### config.mk
export PLATFORM = sky130hd
export DESIGN_NAME = posit_encode
export DESIGN_NICKNAME = d
export VERILOG_FILES = /design/src/rtl/posit_encode.sv
export SDC_FILE = /design/constraint.sdc
export NUM_CORES = 1
export LEC_CHECK = 0
export ABC_CLOCK_PERIOD_IN_PS = 8500
export CAP_MARGIN = 20
export CORE_MARGIN = 3
export CORE_UTILIZATION = 50
export CTS_CLUSTER_SIZE = 8
export DETAILED_ROUTE_END_ITERATION = 8
export MAX_ROUTING_LAYER = met4
export PLACE_DENSITY = 0.73
export RECOVER_POWER = 25
export SYNTH_ARGS = -nofsm -noshare
export SYNTH_HDL_FRONTEND = slang
export SYNTH_SLANG_ARGS = --single-unit
### constraint.sdc
create_clock -name clk -period 8.5 [get_ports clk]
set_input_delay 0.85 -clock clk [delete_from_list [all_inputs] [get_ports clk]]
set_output_delay 0.85 -clock clk [all_outputs]
set_load 0.01 [all_outputs]
### src/rtl/posit_encode.sv
// Posit<32,3> encoder: serially builds the regime/exponent/fraction body,
// then applies round-to-nearest-even and the sign.
module posit_encode #(
  parameter int unsigned N  = 32,
  parameter int unsigned ES = 3
) (
  input  logic         clk,
  input  logic         reset,
  input  logic         start,
  input  logic         sign_in,
  input  logic         nar_in,
  input  logic [9:0]   scale_in,
  input  logic [63:0]  mant_in,
  output logic [N-1:0] result,
  output logic         busy,
  output logic         done
);

  localparam int unsigned BODY_W = N - 1;
  localparam int unsigned FRAC_W = 62;
  localparam int unsigned TAIL_W = ES + FRAC_W;
  localparam int unsigned K_W    = 7;
  localparam int unsigned CNT_W  = 5;

  typedef enum logic [2:0] {
    IDLE, LOAD, REGIME, EXPO, FRAC, ROUND, DONE_ST
  } state_t;

  state_t                 r_state, w_state_nx;
  logic                   r_sign, r_nar, r_zero;
  logic signed [K_W-1:0]  r_k;
  logic [TAIL_W-1:0]      r_tail;
  logic [BODY_W-1:0]      r_body;
  logic [CNT_W-1:0]       r_fill, r_run;
  logic [1:0]             r_ecnt;
  logic                   r_guard, r_sticky;
  logic [N-1:0]           r_result;
  logic                   r_busy, r_done;

  logic                   w_kpos, w_special, w_last;
  logic [CNT_W-1:0]       w_run_init;
  logic [N-1:0]           w_special_val, w_round_val, w_word;
  logic                   w_bit, w_inc;
  logic [TAIL_W-1:0]      w_tail_nx;
  logic [BODY_W-1:0]      w_body_sum, w_body_fin;
  logic                   w_accept, w_load, w_shift, w_round;

  assign result = r_result;
  assign busy   = r_busy;
  assign done   = r_done;

  // Classification of the latched request and regime run length
  assign w_kpos     = ~r_k[K_W-1];
  assign w_special  = r_nar | r_zero | (r_k >= 7'sd30) | (r_k <= -7'sd31);
  assign w_run_init = w_kpos ? CNT_W'(r_k + 7'sd1) : CNT_W'(-r_k);
  assign w_last     = (r_fill == CNT_W'(BODY_W - 1));

  // Special-case words (NaR and zero are unsigned)
  always_comb begin
    w_special_val = '0;
    if (r_nar)             w_special_val = N'(32'h8000_0000);
    else if (r_zero)       w_special_val = '0;
    else if (r_k >= 7'sd30) w_special_val = r_sign ? N'(32'h8000_0001) : N'(32'h7FFF_FFFF);
    else                   w_special_val = r_sign ? N'(32'hFFFF_FFFF) : N'(32'h0000_0001);
  end

  // Next stream bit and the remaining tail after this cycle's shift
  always_comb begin
    w_bit     = r_tail[TAIL_W-1];
    w_tail_nx = {r_tail[TAIL_W-2:0], 1'b0};
    if (r_state == REGIME) begin
      w_bit     = (r_run != '0) ? w_kpos : ~w_kpos;
      w_tail_nx = r_tail;
    end
  end

  // Round-to-nearest-even, saturating at maxpos and never reaching zero
  assign w_inc       = r_guard & (r_body[0] | r_sticky);
  assign w_body_sum  = (&r_body) ? r_body : r_body + BODY_W'(w_inc);
  assign w_body_fin  = (w_body_sum == '0) ? BODY_W'(1) : w_body_sum;
  assign w_word      = {1'b0, w_body_fin};
  assign w_round_val = r_sign ? ('0 - w_word) : w_word;

  // State register
  always_ff @(posedge clk or negedge reset) begin
    if (!reset) r_state <= IDLE;
    else        r_state <= w_state_nx;
  end

  // Next-state logic
  always_comb begin
    w_state_nx = r_state;
    case (r_state)
      IDLE:    if (start) w_state_nx = LOAD;
      LOAD:    w_state_nx = w_special ? DONE_ST : REGIME;
      REGIME:  if (w_last) w_state_nx = ROUND;
               else if (r_run == '0) w_state_nx = EXPO;
      EXPO:    if (w_last) w_state_nx = ROUND;
               else if (r_ecnt == 2'd2) w_state_nx = FRAC;
      FRAC:    if (w_last) w_state_nx = ROUND;
      ROUND:   w_state_nx = DONE_ST;
      DONE_ST: w_state_nx = IDLE;
      default: w_state_nx = IDLE;
    endcase
  end

  // Datapath control decoded from state
  always_comb begin
    w_accept = 1'b0;
    w_load   = 1'b0;
    w_shift  = 1'b0;
    w_round  = 1'b0;
    case (r_state)
      IDLE:               w_accept = start;
      LOAD:               w_load   = 1'b1;
      REGIME, EXPO, FRAC: w_shift  = 1'b1;
      ROUND:              w_round  = 1'b1;
      default:            ;
    endcase
  end

  // Datapath and registered outputs
  always_ff @(posedge clk or negedge reset) begin
    if (!reset) begin
      r_sign   <= 1'b0;
      r_nar    <= 1'b0;
      r_zero   <= 1'b0;
      r_k      <= '0;
      r_tail   <= '0;
      r_body   <= '0;
      r_fill   <= '0;
      r_run    <= '0;
      r_ecnt   <= '0;
      r_guard  <= 1'b0;
      r_sticky <= 1'b0;
      r_result <= '0;
      r_busy   <= 1'b0;
      r_done   <= 1'b0;
    end else begin
      r_busy <= (w_state_nx != IDLE);
      r_done <= (r_state == DONE_ST);
      if (w_accept) begin
        r_sign <= sign_in;
        r_nar  <= nar_in;
        r_zero <= (mant_in == 64'd0);
        r_k    <= $signed(scale_in[9:ES]);
        r_tail <= {scale_in[ES-1:0], mant_in[FRAC_W-1:0]};
      end
      if (w_load) begin
        r_body   <= '0;
        r_fill   <= '0;
        r_run    <= w_run_init;
        r_ecnt   <= '0;
        r_guard  <= 1'b0;
        r_sticky <= 1'b0;
        if (w_special) r_result <= w_special_val;
      end
      if (w_shift) begin
        r_body <= {r_body[BODY_W-2:0], w_bit};
        r_fill <= r_fill + CNT_W'(1);
        r_tail <= w_tail_nx;
        if (r_state == REGIME && r_run != '0) r_run <= r_run - CNT_W'(1);
        if (r_state == EXPO) r_ecnt <= r_ecnt + 2'd1;
        if (w_last) begin
          r_guard  <= w_tail_nx[TAIL_W-1];
          r_sticky <= |w_tail_nx[TAIL_W-2:0];
        end
      end
      if (w_round) r_result <= w_round_val;
    end
  end

endmodule

### Word level (Yosys, flattened, before mapping)

Cells that the tools add are included.

| operators by class | value |
|---|---|
| $add $sub $neg | 7 |
| magnitude comparators | 2 |
| equal/unequal tests | 8 |
| multiplexer cells | 45 |
| bitwise gates (word level) | 6 |
| reductions and logical operators | 15 |

Operators by type and width:

| cell | number |
|---|---|
| 32-bit 2-to-1 mux | 9 |
| 65-bit 2-to-1 mux | 3 |
| 31-bit 2-to-1 mux | 4 |
| 64-bit logical NOT | 1 |
| 64-bit OR reduction | 1 |
| 1-bit by 31-bit subtractor with 32-bit output (first input constant) | 1 |
| 31-bit by 1-bit adder with 31-bit output | 1 |
| 31-bit logical NOT | 1 |
| 31-bit AND reduction | 1 |
| 5-bit 2-to-1 mux | 6 |
| 3-bit 2-to-1 mux | 7 |
| 3-bit case mux with 6 select lines | 1 |
| 1-bit 2-to-1 mux | 12 |
| 3-bit == test (second input constant) | 3 |
| 2-bit nonzero test | 4 |
| 7-bit by 6-bit >= comparator with 1-bit output (second input constant) | 1 |
| 7-bit by 6-bit <= comparator with 1-bit output (second input constant) | 1 |
| 3-bit by 2-bit == test with 1-bit output (second input constant) | 2 |
| 2-bit 2-to-1 mux | 3 |
| 5-bit by 1-bit adder with 5-bit output (second input constant) | 1 |
| 5-bit by 2-bit adder with 5-bit output (second input constant) | 1 |
| 5-bit == test (second input constant) | 1 |
| 5-bit logical NOT | 1 |
| 5-bit negation | 1 |
| 13 further kinds | 16 |

| word-level totals | value |
|---|---|
| bits in registers | 157 |
| input port bits | 79 |
| output and inout bits | 34 |
| word-level logic and storage cells | 98 |

### Longest topological paths before layout

| logic depth | value |
|---|---|
| depth in word-level cells | 9 |
| mapped depth | 20 |
| mapped depth without buffers | 19 |

### Worst setup path before layout

OpenSTA, ideal clock, no wires.

| timing | value |
|---|---|
| kind | reg-to-reg |
| start point | register r_body[0] |
| end point | register r_result[28], in the netlist result[28] |
| library setup time | 0.083 ns |
| arrival | 4.706 ns |
| required time | 8.417 ns |
| path slack | 3.711 ns |
| cell stages (with the launch flop) | 21 |
| buffers on the path | 1 |
| clock period less this slack | 4.789 ns |
| path through | dfrtp_1 > o21a_1 > ha_1 > ha_1 > and3_1 > buf_4 > nand4_2 > nor4_2 > mux2_2 > o22ai_2 > or3_1 > nor3_1 > nor3_1 > ha_1 > nor3b_1 > mux2_4 > nand3_1 > or4_4 > nor4b_2 > mux2_2 > o21ai_0 |

| between the ends | value |
|---|---|
| word-level cells in the longest chain between the ends | 9 |

Ends and longest elaborated chain:

| what | RTL line | text |
|---|---|---|
| from (decl) | 33 | `logic [BODY_W-1:0] r_body;` |
| from (signal assigned) | 159 | `r_body <= {r_body[BODY_W-2:0], w_bit};` |
| 1-bit OR | 78 | `assign w_inc = r_guard & (r_body[0] \| r_sticky);` |
| 1-bit AND | 78 |  |
| 31-bit by 1-bit adder with 31-bit output | 79 | `assign w_body_sum = (&r_body) ? r_body : r_body + BODY_W'(w_inc);` |
| 31-bit 2-to-1 mux * | 79 |  |
| 31-bit logical NOT | 80 | `assign w_body_fin = (w_body_sum == '0) ? BODY_W'(1) : w_body_sum;` |
| 31-bit 2-to-1 mux * | 80 |  |
| 1-bit by 31-bit subtractor with 32-bit output | 82 | `assign w_round_val = r_sign ? ('0 - w_word) : w_word;` |
| 32-bit 2-to-1 mux * | 82 |  |
| 32-bit 2-to-1 mux * | 169 | `if (w_round) r_result <= w_round_val;` |
| to (signal assigned) | 156 | `if (w_special) r_result <= w_special_val;` |
| to (signal assigned) | 169 |  |
| to (decl) | 37 | `logic [N-1:0] r_result;` |

Every way passes the cells marked *; elsewhere a longest branch is shown, timed or not.
A chain may end at the register's enable or synchronous reset.

### Final worst setup path

Ends and elaborated chain as after synthesis.

==> results.sh <==
export IMPL_drc=4
export IMPL_ctsResizeCount=0
export IMPL_cp_required_ns=8.86
export IMPL_syn_to_final_growth_pct=18.7
export IMPL_antenna_found_initial=0
export IMPL_drive_above_1_share_pct=7.66
export IMPL_synthTopCellsByArea="dfrtp_1, a222oi_1, nand2_1"
export IMPL_first_iter_violations=934
export IMPL_n_fill_cell=1615
export IMPL_critPathKind="reg -> reg"
export IMPL_r2r_cells=19
export IMPL_ys_flop_type="dfrtp_1"
export IMPL_overflow=0
export IMPL_synthCells=1048
export IMPL_r2r_start="r_body[0]$_DFFE_PN0P_"
export IMPL_insertion_delay_ns=0.44
export IMPL_worstHoldPathCells=2
export IMPL_power_leakage_nw=4.78
export IMPL_dr_pass1_iters=9
export IMPL_startpoint_type="register"
export IMPL_finalWirelength_um=27100
export IMPL_core_rowCount=49
export IMPL_fin_worst_skew_ns=0.0125
export IMPL_synthTopCellsByCount="dfrtp_1, nand2_1, inv_1"
export IMPL_yosysMostFrequentCell="dfrtp_1"
export IMPL_avgSynthCellArea_um2=8.93
export IMPL_cts_sinks=157
export IMPL_power_mw=4.27
export IMPL_dpl_hpwl_um=19600
export IMPL_ys_seq_elements=157
export IMPL_hold_path_end="result[1]$_DFFE_PN0P_"
export IMPL_ff2ff_setup_slack_ns=2.99
export IMPL_cts_inserted_buffers=17
export IMPL_post_cts_setup_buffer_count=0
export IMPL_wl_per_cell_um=20.1
export IMPL_grt_pass1_vias=8296
export IMPL_syn_nets=1138
export IMPL_die_area_um2=20400
export IMPL_min_delay_start="result[1]$_DFFE_PN0P_"
export IMPL_cp_max_fo=8
export IMPL_slew_violations=99
export IMPL_reg2reg_to="result[28]$_DFFE_PN0P_"
export IMPL_syn_area_um2=9360
export IMPL_status="finished, violations left"
export IMPL_start_util_pct=51.4
export IMPL_slew_headroom_pct=-249
export IMPL_timing_final_crit_share_pct=64.8
export IMPL_num_vias=8669
export IMPL_portBuffers=112
export IMPL_maxCapViolCount=1
export IMPL_yosysSeqAreaShare_pct=42.0
export IMPL_end_kind="register"
export IMPL_peakVddDrop_v=0.000190
export IMPL_gp_congestion=0.979
export IMPL_multi_input_area_um2=4810
export IMPL_synth_edf_count=0
export IMPL_tightest_slew_ns=5.23
export IMPL_cp_startpoint="r_body[0]$_DFFE_PN0P_"
export IMPL_die_height_um=143
export IMPL_core_um2=18200
export IMPL_finalHoldViolCount=0
export IMPL_fin_nets=1200
export IMPL_hold_class="reg -> reg"
export IMPL_power_density_nw_per_um2=385
export IMPL_fin_setup_tns_ns=0
export IMPL_fmax_mhz=181
export IMPL_async_flop_share_pct=100
export IMPL_cts_hold_buf=0
export IMPL_violations="design-rule violations, max-capacitance violations, max-slew violations"
export IMPL_path_clk_slew_ns=0.07
export IMPL_die_x_um=143
export IMPL_track_usage_pct=27.9
export IMPL_synth_top_area_share_pct=42.0
export IMPL_grt_max_degree=99
export IMPL_setup_viol=0
export IMPL_ys_types=85
export IMPL_cts_tree="done"
export IMPL_arrival_ns=5.87
export IMPL_drtAntennaViolNets=0
export IMPL_htreeDepth=4
export IMPL_io_pins=113
export IMPL_cts_root_buf="clkbuf_16"
export IMPL_vias_per_cell=6.41
export IMPL_grt_pass1_wl_um=43800
export IMPL_min_period_ns=5.51
export IMPL_yosys_warnings=0
export IMPL_cts_max_path_buffers=2
export IMPL_grt_setup_unrepaired="no"
export IMPL_diodes=0
export IMPL_synth_top_cell_by_area="dfrtp_1"
export IMPL_regArea_um2=3930
## where the power goes
group / leakage (nW) / internal, mW / switching [mW]
combinational: 2.51 / 0.862 / 1.15
clock: 0.293 / 0.423 / 0.347
sequential: 1.98 / 1.09 / 0.408
## metal layers
layer  vias to the layer above  global-route usage, %  wire length [um]
met5                         -                      -                 0
met4                         0                   10.6               935
met3                        63                   4.45              1480
met2                       346                   45.6             13500
met1                      4207                   35.0             11300
li1                       4053                      -                 -
## registers in the layout, indices dropped and copies added (netlist names), 2 cells and up
| signal | count |
|---|---|
| result | 32 |
| r_run | 5 |
| r_state | 3 |
| r_k | 7 |
| r_fill | 5 |
| r_body | 31 |
| r_tail | 65 |
| r_ecnt | 2 |
## cell families after synthesis
group	Yosys count	share of synthesized area (%)
flip-flops	157	42.0
AND/OR/NAND/NOR	394	22.3
adder cells (fa/ha/maj)	11	1.47
XOR/XNOR	42	3.93
AO/OA/AOI/OAI	265	21.3
multiplexers	18	2.08
buffers and inverters	161	6.95
## critical path, stage by stage (launching register included)
cell and delay, ns:
dfrtp_1 0.49, o21a_1 0.17, ha_1 0.23, ha_1 0.30
and3_1 0.36, nand4_2 0.27, nor4_2 0.40, mux2_2 0.40
o22ai_2 0.23, or3_1 0.24, nor3_1 0.11, nor3_1 0.17
ha_1 0.20, nor3b_1 0.19, mux2_4 0.19, nand3_1 0.16
or4_4 0.53, nor4b_2 0.30, mux2_2 0.36, o21ai_0 0.13
## stage by stage
step	hold WS, ns	utilization, %	cell area (um^2)	worst slack (ns)	std cells
final	0.487	61.0	11100	2.99	1352
after global routing	0.524	61.0	11100	2.13	1352
after floorplan	0.454	-	9360	3.71	1048
after detailed placement	0.478	57.9	10500	3.08	1320
after global placement	0.469	57.9	10500	3.22	1320
after CTS	0.492	61.1	11100	3.05	1352
## worst max path at each step
stage / end / cells after the start
after floorplan: result[28]$_DFFE_PN0P_ / 20
after global placement: result[28]$_DFFE_PN0P_ / 19
after detailed placement: result[28]$_DFFE_PN0P_ / 19
after CTS: result[28]$_DFFE_PN0P_ / 19
after global routing: result[10]$_DFFE_PN0P_ / 1
final: result[28]$_DFFE_PN0P_ / 19
## layout make-up
type                    count  area share [%]
multi-input cells         730            43.3
clock buffers              18            3.95
flip-flops and latches    157            35.3
well taps                 229            2.58
clock inverters            14            1.32
inverters                  80            2.70
repair buffers            124            10.8
## cells in the final DEF (no fill, tap or decap), types with 5 or more instances in the layout
| master | n |
|---|---|
| a21oi_1 | 48 |
| nand4_1 | 18 |
| buf_4 | 11 |
| and4_1 | 7 |
| o211ai_1 | 8 |
| dfrtp_1 | 157 |
| clkdlybuf4s50_1 | 111 |
| xor2_1 | 14 |
| a221oi_1 | 5 |
| nor2_1 | 61 |
| inv_1 | 79 |
| clkbuf_16 | 17 |
| nand3_1 | 57 |
| mux2_2 | 8 |
| o31ai_1 | 8 |
| nor3_1 | 23 |
| o21ai_0 | 49 |
| nor4_1 | 40 |
| a31oi_1 | 12 |
| nand2b_1 | 9 |
| and3_1 | 16 |
| or3_1 | 12 |
| a211oi_1 | 8 |
| o21ai_1 | 5 |
| nand2_1 | 108 |
| mux2i_1 | 9 |
| a222oi_1 | 63 |
| ha_1 | 11 |
| xnor2_1 | 28 |
| or4_1 | 7 |
| and2_1 | 6 |
Note: power is estimated with default switching activity, not from simulation.
